--- config.mk ---
export PLATFORM = sky130hd
export DESIGN_NAME = ucsbece154b_fifo_fwft_flat
export DESIGN_NICKNAME = d
export VERILOG_FILES = /design/src/rtl/ucsbece154b_fifo_fwft_if.sv /design/src/rtl/ucsbece154b_fifo_fwft.sv /design/src/flat_wrapper.sv
export SDC_FILE = /design/constraint.sdc
export NUM_CORES = 1
export LEC_CHECK = 0
export CAP_MARGIN = 40
export CORE_MARGIN = 5
export CORE_UTILIZATION = 40
export DETAILED_ROUTE_END_ITERATION = 10
export PLACE_DENSITY = 0.6
export SLEW_MARGIN = 0
export SYNTH_ARGS = -nofsm -noshare
export SYNTH_HDL_FRONTEND = slang
export SYNTH_SLANG_ARGS = --single-unit
export TNS_END_PERCENT = 5
--- constraint.sdc ---
create_clock -name clk_i -period 4.9 [get_ports clk_i]
set_input_delay 0.98 -clock clk_i [delete_from_list [all_inputs] [get_ports clk_i]]
set_output_delay 0.98 -clock clk_i [all_outputs]
set_load 0.02 [all_outputs]
--- src/rtl/ucsbece154b_fifo_fwft_if.sv ---
// rtl/ucsbece154b_fifo_fwft_if.sv - Handshake/bus bundle for the first-word-fall-through FIFO
interface ucsbece154b_fifo_fwft_if #(
    parameter int DATA_WIDTH = 32,
    parameter int NR_ENTRIES = 4
) ();
    logic                          flush_i;
    logic [DATA_WIDTH-1:0]         data_i;
    logic                          push_i;
    logic                          pop_i;
    logic [DATA_WIDTH-1:0]         data_o;
    logic                          valid_o;
    logic                          full_o;
    logic                          almost_full_o;
    logic [$clog2(NR_ENTRIES):0]   count_o;
    logic                          overflow_o;
    logic                          underflow_o;

    modport master (
        output flush_i, data_i, push_i, pop_i,
        input  data_o, valid_o, full_o, almost_full_o, count_o, overflow_o, underflow_o
    );

    modport slave (
        input  flush_i, data_i, push_i, pop_i,
        output data_o, valid_o, full_o, almost_full_o, count_o, overflow_o, underflow_o
    );
endinterface

--- src/rtl/ucsbece154b_fifo_fwft.sv ---
// rtl/ucsbece154b_fifo_fwft.sv - FWFT FIFO with occupancy, almost-full and optional sticky error flags (UCSBECE154B_FIFO_ERR_FLAGS_EN)
module ucsbece154b_fifo_fwft #(
    parameter int DATA_WIDTH = 32,
    parameter int NR_ENTRIES = 4,
    parameter int AF_THRESH  = NR_ENTRIES - 1
) (
    input  logic                      clk_i,
    input  logic                      rst_ni,
    ucsbece154b_fifo_fwft_if.slave    bus
);
    localparam int PW = $clog2(NR_ENTRIES);
    localparam int CW = PW + 1;

    logic [DATA_WIDTH-1:0] mem_q [NR_ENTRIES];
    logic [PW-1:0]         head_q, head_d;
    logic [PW-1:0]         tail_q, tail_d;
    logic [CW-1:0]         count_q, count_d;
    logic                  valid, full;
    logic                  push_acc, pop_acc;

    // Status comes only from the registered count, so no input reaches these outputs.
    assign valid = (count_q != '0);
    assign full  = (count_q == CW'(NR_ENTRIES));

    // A push into a full FIFO is still taken when the head leaves in the same cycle.
    assign pop_acc  = bus.pop_i & valid;
    assign push_acc = bus.push_i & (~full | pop_acc);

    assign bus.valid_o       = valid;
    assign bus.full_o        = full;
    assign bus.almost_full_o = (count_q >= CW'(AF_THRESH));
    assign bus.count_o       = count_q;
    assign bus.data_o        = valid ? mem_q[head_q] : '0;

    // Next pointers and occupancy; flush overrides any push or pop.
    always_comb begin
        head_d  = head_q;
        tail_d  = tail_q;
        count_d = count_q;
        if (bus.flush_i) begin
            head_d  = '0;
            tail_d  = '0;
            count_d = '0;
        end else begin
            if (push_acc) tail_d = tail_q + PW'(1);
            if (pop_acc)  head_d = head_q + PW'(1);
            if (push_acc && !pop_acc)      count_d = count_q + CW'(1);
            else if (pop_acc && !push_acc) count_d = count_q - CW'(1);
        end
    end

    // Pointer and count registers, cleared asynchronously.
    always_ff @(posedge clk_i or negedge rst_ni) begin
        if (!rst_ni) begin
            head_q  <= '0;
            tail_q  <= '0;
            count_q <= '0;
        end else begin
            head_q  <= head_d;
            tail_q  <= tail_d;
            count_q <= count_d;
        end
    end

    // Storage write at the tail; contents are never cleared, validity is tracked by count.
    always_ff @(posedge clk_i) begin
        if (push_acc && !bus.flush_i) mem_q[tail_q] <= bus.data_i;
    end

`ifdef UCSBECE154B_FIFO_ERR_FLAGS_EN
    logic ovf_q, ovf_d;
    logic unf_q, unf_d;

    // Sticky error flags, cleared only by flush or reset.
    always_comb begin
        ovf_d = ovf_q;
        unf_d = unf_q;
        if (bus.flush_i) begin
            ovf_d = 1'b0;
            unf_d = 1'b0;
        end else begin
            if (bus.push_i && full && !pop_acc) ovf_d = 1'b1;
            if (bus.pop_i && !valid)            unf_d = 1'b1;
        end
    end

    // Error flag registers.
    always_ff @(posedge clk_i or negedge rst_ni) begin
        if (!rst_ni) begin
            ovf_q <= 1'b0;
            unf_q <= 1'b0;
        end else begin
            ovf_q <= ovf_d;
            unf_q <= unf_d;
        end
    end

    assign bus.overflow_o  = ovf_q;
    assign bus.underflow_o = unf_q;
`else
    assign bus.overflow_o  = 1'b0;
    assign bus.underflow_o = 1'b0;
`endif
endmodule

--- src/flat_wrapper.sv ---
// flat-port wrapper written by rule: the top's interface ports become plain ports
module ucsbece154b_fifo_fwft_flat 
#(
    parameter int DATA_WIDTH = 32,
    parameter int NR_ENTRIES = 4,
    parameter int AF_THRESH  = NR_ENTRIES - 1
)
  (clk_i, rst_ni, bus_flush_i, bus_data_i, bus_push_i, bus_pop_i, bus_data_o, bus_valid_o, bus_full_o, bus_almost_full_o, bus_count_o, bus_overflow_o, bus_underflow_o);
  ucsbece154b_fifo_fwft_if #(.DATA_WIDTH(DATA_WIDTH), .NR_ENTRIES(NR_ENTRIES)) bus_i ();
  input  logic clk_i;
  input  logic rst_ni;
  input wire logic [$bits(bus_i.flush_i)-1:0] bus_flush_i;
  input wire logic [$bits(bus_i.data_i)-1:0] bus_data_i;
  input wire logic [$bits(bus_i.push_i)-1:0] bus_push_i;
  input wire logic [$bits(bus_i.pop_i)-1:0] bus_pop_i;
  output wire logic [$bits(bus_i.data_o)-1:0] bus_data_o;
  output wire logic [$bits(bus_i.valid_o)-1:0] bus_valid_o;
  output wire logic [$bits(bus_i.full_o)-1:0] bus_full_o;
  output wire logic [$bits(bus_i.almost_full_o)-1:0] bus_almost_full_o;
  output wire logic [$bits(bus_i.count_o)-1:0] bus_count_o;
  output wire logic [$bits(bus_i.overflow_o)-1:0] bus_overflow_o;
  output wire logic [$bits(bus_i.underflow_o)-1:0] bus_underflow_o;
  assign bus_i.flush_i = bus_flush_i;
  assign bus_i.data_i = bus_data_i;
  assign bus_i.push_i = bus_push_i;
  assign bus_i.pop_i = bus_pop_i;
  assign bus_data_o = bus_i.data_o;
  assign bus_valid_o = bus_i.valid_o;
  assign bus_full_o = bus_i.full_o;
  assign bus_almost_full_o = bus_i.almost_full_o;
  assign bus_count_o = bus_i.count_o;
  assign bus_overflow_o = bus_i.overflow_o;
  assign bus_underflow_o = bus_i.underflow_o;
  ucsbece154b_fifo_fwft #(.DATA_WIDTH(DATA_WIDTH), .NR_ENTRIES(NR_ENTRIES), .AF_THRESH(AF_THRESH)) u_core (.clk_i(clk_i), .rst_ni(rst_ni), .bus(bus_i));
endmodule
==> impl_metrics.yaml <==
status:
  result_of_the_run: "finished, final reports clean"
timing:
  hold_violations: 0
  max_slew.worst_pin.slew_ns: 0.684
  rsz0062_at_grt: "false"
  fmax_mhz: 271
  slew_violations: 0
  period_needed_ns: 3.69
  worst_slack_ns: 1.21
  setup_violations: 0
  timing.slew.headroom: 0.539
  fin_skew_ns: 0.00958
  setup_tns_ns: 0
  timing.final.crit_share: 0.753
clocking:
  cts_setup_buffers: 0
  clkSinkCount: 135
  clockBufferDepth: 2
  numCtsBuffers: 17
  tritoncts: "done"
  worst_skew_pair.late_latency_ns: 0.41
  cts_hold_buffers_added: 0
  cts-htree-levels: 4
  clk_pin_slew_ns: 0.05
  ctsResizeCount: 0
  clockRootBuffer: "sky130_fd_sc_hd__clkbuf_16"
logic_synthesis:
  dominant_cell_type_by_area_after_synthesis: "sky130_fd_sc_hd__edfxtp_1"
  synth_enable_flop_cells: 128
  postSynthRegisterBits: 135
  synth_top_cell_area_share: 0.702
  synth.top_cells.by_area: "sky130_fd_sc_hd__edfxtp_1 (70%), sky130_fd_sc_hd__mux4_2 (13%), sky130_fd_sc_hd__dfrtp_1 (3.2%)"
  ys_dominant_reg_cell: "sky130_fd_sc_hd__edfxtp_1"
  syn_inst: 272
  synth.cell_area_sq_mm: 0.00547
  part_of_the_yosys_area_used_for_sequential_elements: 0.735
  unique_masters_post_synth: 34
  synth_area_per_cell_sq_um: 20.1
  synth-async-reset-ratio: 0.0519
  yosys_warnings: 0
placement:
  place.port_buffers: 74
  dp.final_hpwl_microns: 6280
  routabilityCongestion: 0.762
  place_worst_setup_slack_ns: 1.57
power_and_ir_drop:
  comb_power_share: 0.313
  power.internal_uw: 2870
  leakagePower_uw: 0.00238
  p_per_area_mw_per_mm2: 562
  design_power_total_uw: 3970
  p_seq_frac: 0.354
  switchingPower_uw: 1100
  power.share.clock: 0.333
  power.switching_fraction: 0.277
  vdd_ir_drop_max_v: 0.000298
drt:
  drt-total-wl_microns: 10100
  post-route-drc-count: 0
  total_vias_in_the_final_route: 2716
  avgRoutedWirePerCell_microns: 18.4
  detailedRoute.firstIterationViolations: 190
  antenna_left: 0
  post_drt_via_cell_ratio: 4.97
  drt_first_pass_iters: 4
final_layout:
  layout.cells.most_common: "sky130_fd_sc_hd__edfxtp_1"
  multi_input_area_sq_mm: 0.00134
  layout.filler_cells: 1110
  count_of_nets_after_finishing: 399
  areaGrowthSynthToFinish_pct: 29.0
  n_antenna_cell: 0
  layout_common_cells: "sky130_fd_sc_hd__edfxtp_1 (128), sky130_fd_sc_hd__clkdlybuf4s50_1 (74), sky130_fd_sc_hd__mux4_2 (32)"
  ff_latch_area_sq_mm: 0.00402
  drive_gt1_frac: 0.227
global_route:
  number_of_global_route_vias_before_repair: 3032
  grt_overflow_total: 0
  grt_max_degree: 34
  overall_fraction_of_global_route_tracks_in_use: 0.134
  antenna_found_initial: 1
  grt_first_pass_wirelength_microns: 16200
floorplanning:
  rows: 42
  placeableCoreArea_sq_mm: 0.0133
  die_width_microns: 127
  die_h_microns: 127
  io-pin-count: 77
  die-area_sq_mm: 0.0161
  initial_core_util: 0.410
critical_path:
  crit_arrival_ns: 2.71
  worst_setup_path_start_kind: "flip-flop"
  timing.setup.critical_path_class: "reg2out"
  worst_setup_path_end_kind: "output port"
  worst_r2r_path_depth: 4
  timing.critical_path.fanout_max: 13
  worstPathRequired_ns: 3.92
flow_run:
  max_cap_violations: 0
hold_path:
  hp-class: "reg2reg"
  min_path_cells: 2
## final timing paths
check / end / slack (ns) / start
max in group asynchronous: u_core.head_q[0] / 3.78 / rst_ni
worst min-delay path: u_core.tail_q[1] / 0.60 / u_core.tail_q[1]
worst min register to register: u_core.tail_q[1] / 0.60 / u_core.tail_q[1]
worst max-delay path: bus_data_o[16] / 1.21 / u_core.head_q[0]
min in group asynchronous: u_core.bus.count_o[0] / 0.84 / rst_ni
worst max register to register: u_core.mem_q[0][15] / 2.50 / u_core.bus.count_o[2]
## worst max-delay path, cell delays in order, from the launching register on
cell and delay [ns]:
sky130_fd_sc_hd__dfrtp_2 0.66, sky130_fd_sc_hd__buf_4 0.37, sky130_fd_sc_hd__mux4_2 0.56, sky130_fd_sc_hd__and2b_1 0.17
sky130_fd_sc_hd__clkdlybuf4s50_1 0.53
## layer usage
layer | part of all wire | track usage | vias to the layer above
met2 | 0.50 | 0.215 | 60
li1 | - | - | 1231
met4 | 0.015 | 0.0530 | 2
met1 | 0.44 | 0.171 | 1408
met3 | 0.047 | 0.0429 | 15
met5 | 0.00070 | 0 | -
## through the flow
stage,instance area [sq um],cells,utilization,hold WS [ns]
floorplan,5480,273,-,0.554
global placement,6410,513,0.481,0.582
detailed placement,6430,514,0.482,0.594
CTS,7060,546,0.529,0.605
global route,7060,546,0.529,0.658
finish,7060,546,0.529,0.605
## cell type report
| cell class | instances | area share |
|---|---|---|
| Timing Repair Buffer | 84 | 0.117 |
| Sequential cell | 135 | 0.570 |
| Tap cell | 176 | 0.0312 |
| Inverter | 6 | 0.00319 |
| Clock buffer | 22 | 0.0672 |
| Multi-Input combinational cell | 113 | 0.190 |
| Clock inverter | 10 | 0.0213 |
## synth_stat cells (5+ instances only)
master                     count
sky130_fd_sc_hd__and2b_1      17
sky130_fd_sc_hd__buf_2         6
sky130_fd_sc_hd__nor2_1       10
sky130_fd_sc_hd__edfxtp_1    128
sky130_fd_sc_hd__inv_1         6
sky130_fd_sc_hd__mux4_2       32
sky130_fd_sc_hd__clkbuf_1      5
sky130_fd_sc_hd__dfrtp_1       7
sky130_fd_sc_hd__buf_4         6
sky130_fd_sc_hd__nor2b_1      16
## logic make-up (layout without fill, tap and decap cells)
family | count (synthesis) | in the layout | share of synthesized area
AND/OR/NAND/NOR | 56 | 56 | 0.0654
adder cells (fa/ha/maj) | 5 | 5 | 0.0128
multiplexers | 37 | 37 | 0.142
buffers and inverters | 25 | 122 | 0.0254
other | 1 | 2 | 0.000685
flip-flops | 135 | 135 | 0.735
XOR/XNOR | 3 | 3 | 0.00480
AO/OA/AOI/OAI | 10 | 10 | 0.0142
## flip-flops by register name (all words and copies together) (netlist names)
signal / count
u_core.head_q: 2
u_core.mem_q: 128
u_core.bus.count_o: 3
u_core.tail_q: 2
## power by group through the flow
stage / logic [uW] / registers [uW] / clock network [uW]
2_1_floorplan: 804 / 1380 / 0
3_3_place_gp: 1240 / 1440 / 0
3_5_place_dp: 1270 / 1430 / 0
4_1_cts: 1280 / 1410 / 1350
5_1_grt: 1340 / 1420 / 1410
6_report: 1240 / 1410 / 1320
No activity file was read; power rests on OpenSTA's default activity.
==> edit 1 (config.mk and constraints unchanged) <==
`NR_ENTRIES` is set to 4 in 3 places; all go to 8.
--- a/src/rtl/ucsbece154b_fifo_fwft_if.sv
+++ b/src/rtl/ucsbece154b_fifo_fwft_if.sv
@@ -1,7 +1,7 @@
 // rtl/ucsbece154b_fifo_fwft_if.sv - Handshake/bus bundle for the first-word-fall-through FIFO
 interface ucsbece154b_fifo_fwft_if #(
     parameter int DATA_WIDTH = 32,
-    parameter int NR_ENTRIES = 4
+    parameter int NR_ENTRIES = 8
 ) ();
     logic                          flush_i;
     logic [DATA_WIDTH-1:0]         data_i;
--- a/src/rtl/ucsbece154b_fifo_fwft.sv
+++ b/src/rtl/ucsbece154b_fifo_fwft.sv
@@ -1,7 +1,7 @@
 // rtl/ucsbece154b_fifo_fwft.sv - FWFT FIFO with occupancy, almost-full and optional sticky error flags (UCSBECE154B_FIFO_ERR_FLAGS_EN)
 module ucsbece154b_fifo_fwft #(
     parameter int DATA_WIDTH = 32,
-    parameter int NR_ENTRIES = 4,
+    parameter int NR_ENTRIES = 8,
     parameter int AF_THRESH  = NR_ENTRIES - 1
 ) (
     input  logic                      clk_i,
--- a/src/flat_wrapper.sv
+++ b/src/flat_wrapper.sv
@@ -2,7 +2,7 @@
 module ucsbece154b_fifo_fwft_flat 
 #(
     parameter int DATA_WIDTH = 32,
-    parameter int NR_ENTRIES = 4,
+    parameter int NR_ENTRIES = 8,
     parameter int AF_THRESH  = NR_ENTRIES - 1
 )
   (clk_i, rst_ni, bus_flush_i, bus_data_i, bus_push_i, bus_pop_i, bus_data_o, bus_valid_o, bus_full_o, bus_almost_full_o, bus_count_o, bus_overflow_o, bus_underflow_o);
Ports: changed (resized bus_count_o); port bits go from 77 to 78. The function was not compared with the original's and may differ.
==> edit 1 against the unedited design <==
Design area rose by 79%. Via count is 84% higher. Sequential cell count increased by 131. Sequential power is 94% higher. Worst setup slack worse by 410 ps. First-iteration DRC count rose by 100%. Synthesized area is 92% higher. Non-clock buffer count up 10. Power grew 65%. Routed wire length increased by 110%.
==> edit 1: results <==
set metrics [dict create \
    critPathMaxFanout 34 \
    hold_start "u_core.tail_q[0]$_DFFE_PN0P_" \
    hpwl_mm 12.27 \
    worst_path_max_delay_cell "dfrtp_4" \
    rr_endpoint "u_core.bus.count_o[3]$_DFFE_PN0P_" \
    synth_seq_area_share_pct 75.69 \
    avgSynthCellArea_um2 21.14 \
    use_met2_pct 24.49 \
    place_inst 899 \
    worst_pin_slew_ps 788.1 \
    clockPowerShare_pct 30.5 \
    synth_common_cells "256 x edfxtp_1, 64 x mux4_2, 46 x nor2_1" \
    grtUsageTotal_pct 14.29 \
    skew_ps 8.460 \
    synth_mux_area_share_pct 16.99 \
    status "completed" \
    r2r_slack_ps 2200 \
    synth_xor_xnor_area_share_pct 0.5846 \
    synth_edf_count 256 \
    nets 636 \
    power_density_nw_per_um2 518.6 \
    synthDistinctLibCells 40 \
    drive_above_1_share_pct 22.80 \
    io_buffers 75 \
    grtUsageMet3_pct 2.492 \
    synthAdderAreaFrac_pct 0.6681 \
    async_flop_share_pct 3.759 \
    wl_mm 21.07 \
    ir_drop_uv 326.4 \
    cts_buffers 28 \
    path_delay_family "flip-flops" \
    cp_data_arrival_time_ps 3110 \
    vias 5004 \
    grt_pass1_wl_mm 32.31 \
]
edit 1: cell types whose count changed after synthesis, sizes merged, moves of 4 or more:
cell    change
and2b      -17
nor2       +37
mux4       +32
buf         +8
nand3       +5
edfxtp    +128
nand2       +7
nor2b      -16
nor3b       -4
mux2i      +32
edit 1: worst max path at each step:
stage	start	endpoint	slack (ps)	depth (start not counted)
5_1_grt	u_core.head_q[0]$_DFFE_PN0P_	bus_data_o[16]	540	5
3_3_place_gp	u_core.head_q[0]$_DFFE_PN0P_	bus_data_o[16]	1260	5
6_report	u_core.head_q[0]$_DFFE_PN0P_	bus_data_o[12]	810	5
4_1_cts	u_core.head_q[0]$_DFFE_PN0P_	bus_data_o[16]	700	5
2_1_floorplan	bus_pop_i	u_core.mem_q[2][0]$_DFFE_PP_	-300	4
3_5_place_dp	u_core.head_q[0]$_DFFE_PN0P_	bus_data_o[16]	1260	5
edit 1: metal layers:
metal  vias to the layer above  share of wire, %
li1                       2212                 -
met1                      2647                42
met2                       112                51
met3                        31               4.4
met4                         2               2.1
met5                         -             0.033
edit 1: through the flow:
step / worst slack (ps) / util, %
2_1_floorplan: -295.8 / -
3_3_place_gp: 1262 / 45.37
3_5_place_dp: 1264 / 45.37
4_1_cts: 695.8 / 48.75
5_1_grt: 543.3 / 48.75
6_report: 805.2 / 48.75
edit 1: area by class of cell:
class                           instances  area, um^2  share of cell area, %
Timing Repair Buffer                   94       930.9                  7.369
Sequential cell                       266        7944                  62.89
Clock buffer                           35       748.2                  5.923
Inverter                                6       22.52                 0.1783
Clock inverter                         15       128.9                  1.020
Multi-Input combinational cell        198        2439                  19.30
Tap cell                              335       419.2                  3.318
edit 1: tightest hold or removal path: cells and delay by family, from the launching register on:
kind	cells	cell delay [ps]
flip-flops	1	450
XOR/XNOR	1	100
AND/OR/NAND/NOR	1	70
==> edit 2 (config.mk and constraints unchanged) <==
Made on the original files. Build with the macro `UCSBECE154B_FIFO_ERR_FLAGS_EN` defined.
--- a/src/rtl/ucsbece154b_fifo_fwft.sv
+++ b/src/rtl/ucsbece154b_fifo_fwft.sv
@@ -1,4 +1,6 @@
 // rtl/ucsbece154b_fifo_fwft.sv - FWFT FIFO with occupancy, almost-full and optional sticky error flags (UCSBECE154B_FIFO_ERR_FLAGS_EN)
+`define UCSBECE154B_FIFO_ERR_FLAGS_EN
+
 module ucsbece154b_fifo_fwft #(
     parameter int DATA_WIDTH = 32,
     parameter int NR_ENTRIES = 4,
Behaviour: not the same (a bounded check fails within 4 cycles, from zero or initial values and one cycle with rst_ni low).
==> edit 2 against the unedited design <==
Sequential cell count grew 2. Worst setup slack lost 65 ps. Synthesized cell count grew 1.5%. Routed wire length rose by 1.3%. Power shrank 1.2%. Design area is essentially flat. Clock power fell by 7%. Synthesized area grew 0.64%. Largest cell class unchanged.
==> edit 2: results <==
set metrics [dict create \
    critPathMaxFanout 19 \
    antenna_found_initial 0 \
    wl_met2_mm 4.975 \
    syn_inst 276 \
    hold_start "u_core.bus.underflow_o$_DFFE_PN0P_" \
    drt_iter0_drc 199 \
    switchingPower_mw 1.129 \
    placement.cell_area_um2 6489 \
    place_inst 519 \
    status "completed" \
    dp_slack_ps 1502 \
    p_clk_mw 1.23 \
    use_met2_pct 20.81 \
    holdWs_ps 500.3 \
    hpwl_mm 6.276 \
    use_met1_pct 17.37 \
    cellLeakagePower_nw 2.311 \
    nets 404 \
    finalNonFillerCells 550 \
    wl_met1_mm 4.485 \
    grt_pass1_vias 2942 \
    synth_seq_area_share_pct 73.89 \
    drive_above_1_share_pct 20.86 \
    synthTopCellsByArea "edfxtp_1 70%, mux4_2 13%, dfrtp_1 4.1%" \
    cp_slowest_stage_delay_ps 760 \
    cp_data_arrival_time_ps 2770 \
    min_to "u_core.bus.underflow_o$_DFFE_PN0P_" \
    seq_power_share_pct 37.1 \
    rr_endpoint "u_core.mem_q[3][27]$_DFFE_PP_" \
    r2r_slack_ps 2560 \
    skew_ps 5.141 \
    top_layer "met4" \
    met3_length_um 575 \
    worst_pin_slew_ps 871.6 \
    io_buffers 76 \
    vias 2747 \
    synth_common_cells "128 x edfxtp_1, 33 x nor2b_1, 32 x mux4_2" \
    power_density_nw_per_um2 555.2 \
    critical_path.endpoint "bus_data_o[31]" \
    grt_pass1_wl_mm 16.13 \
    grtUsageMet3_pct 4.925 \
    async_flop_share_pct 6.569 \
]
## edit 2: changes by cell type in the layout (fill, tap and decap cells not counted), moves of 2 or more
cell,delta
nor2b_1,+17
clkinv_1,+2
nor2_1,+2
clkinvlp_4,+2
clkdlybuf4s50_1,+2
clkbuf_1,+2
dfrtp_1,+2
conb_1,-2
clkinv_2,-3
and2b_1,-17
clkbuf_8,-3
## edit 2: final cells by class
cell class	instances	area [um^2]	area share, %
Sequential cell	137	4071	57.69
Multi-Input combinational cell	115	1339	18.97
Timing Repair Buffer	85	835.8	11.84
Clock buffer	21	440.4	6.241
Tap cell	176	220.2	3.121
Clock inverter	10	127.6	1.809
Inverter	6	22.52	0.3191
## edit 2: tightest hold or removal path, cell delays in order (launching register included)
cell	delay, ps
dfrtp_1	340
a21oi_1	40
nor2_1	80
## edit 2: cells by family after synthesis
family,synth area share (%)
and+or+nand+nor,6.340
adders and majority gates,1.272
buffers and inverters,2.272
DFF,73.89
xor gates and xnor gates,0.4773
AOI/OAI and AO/OA,1.613
muxes,14.13
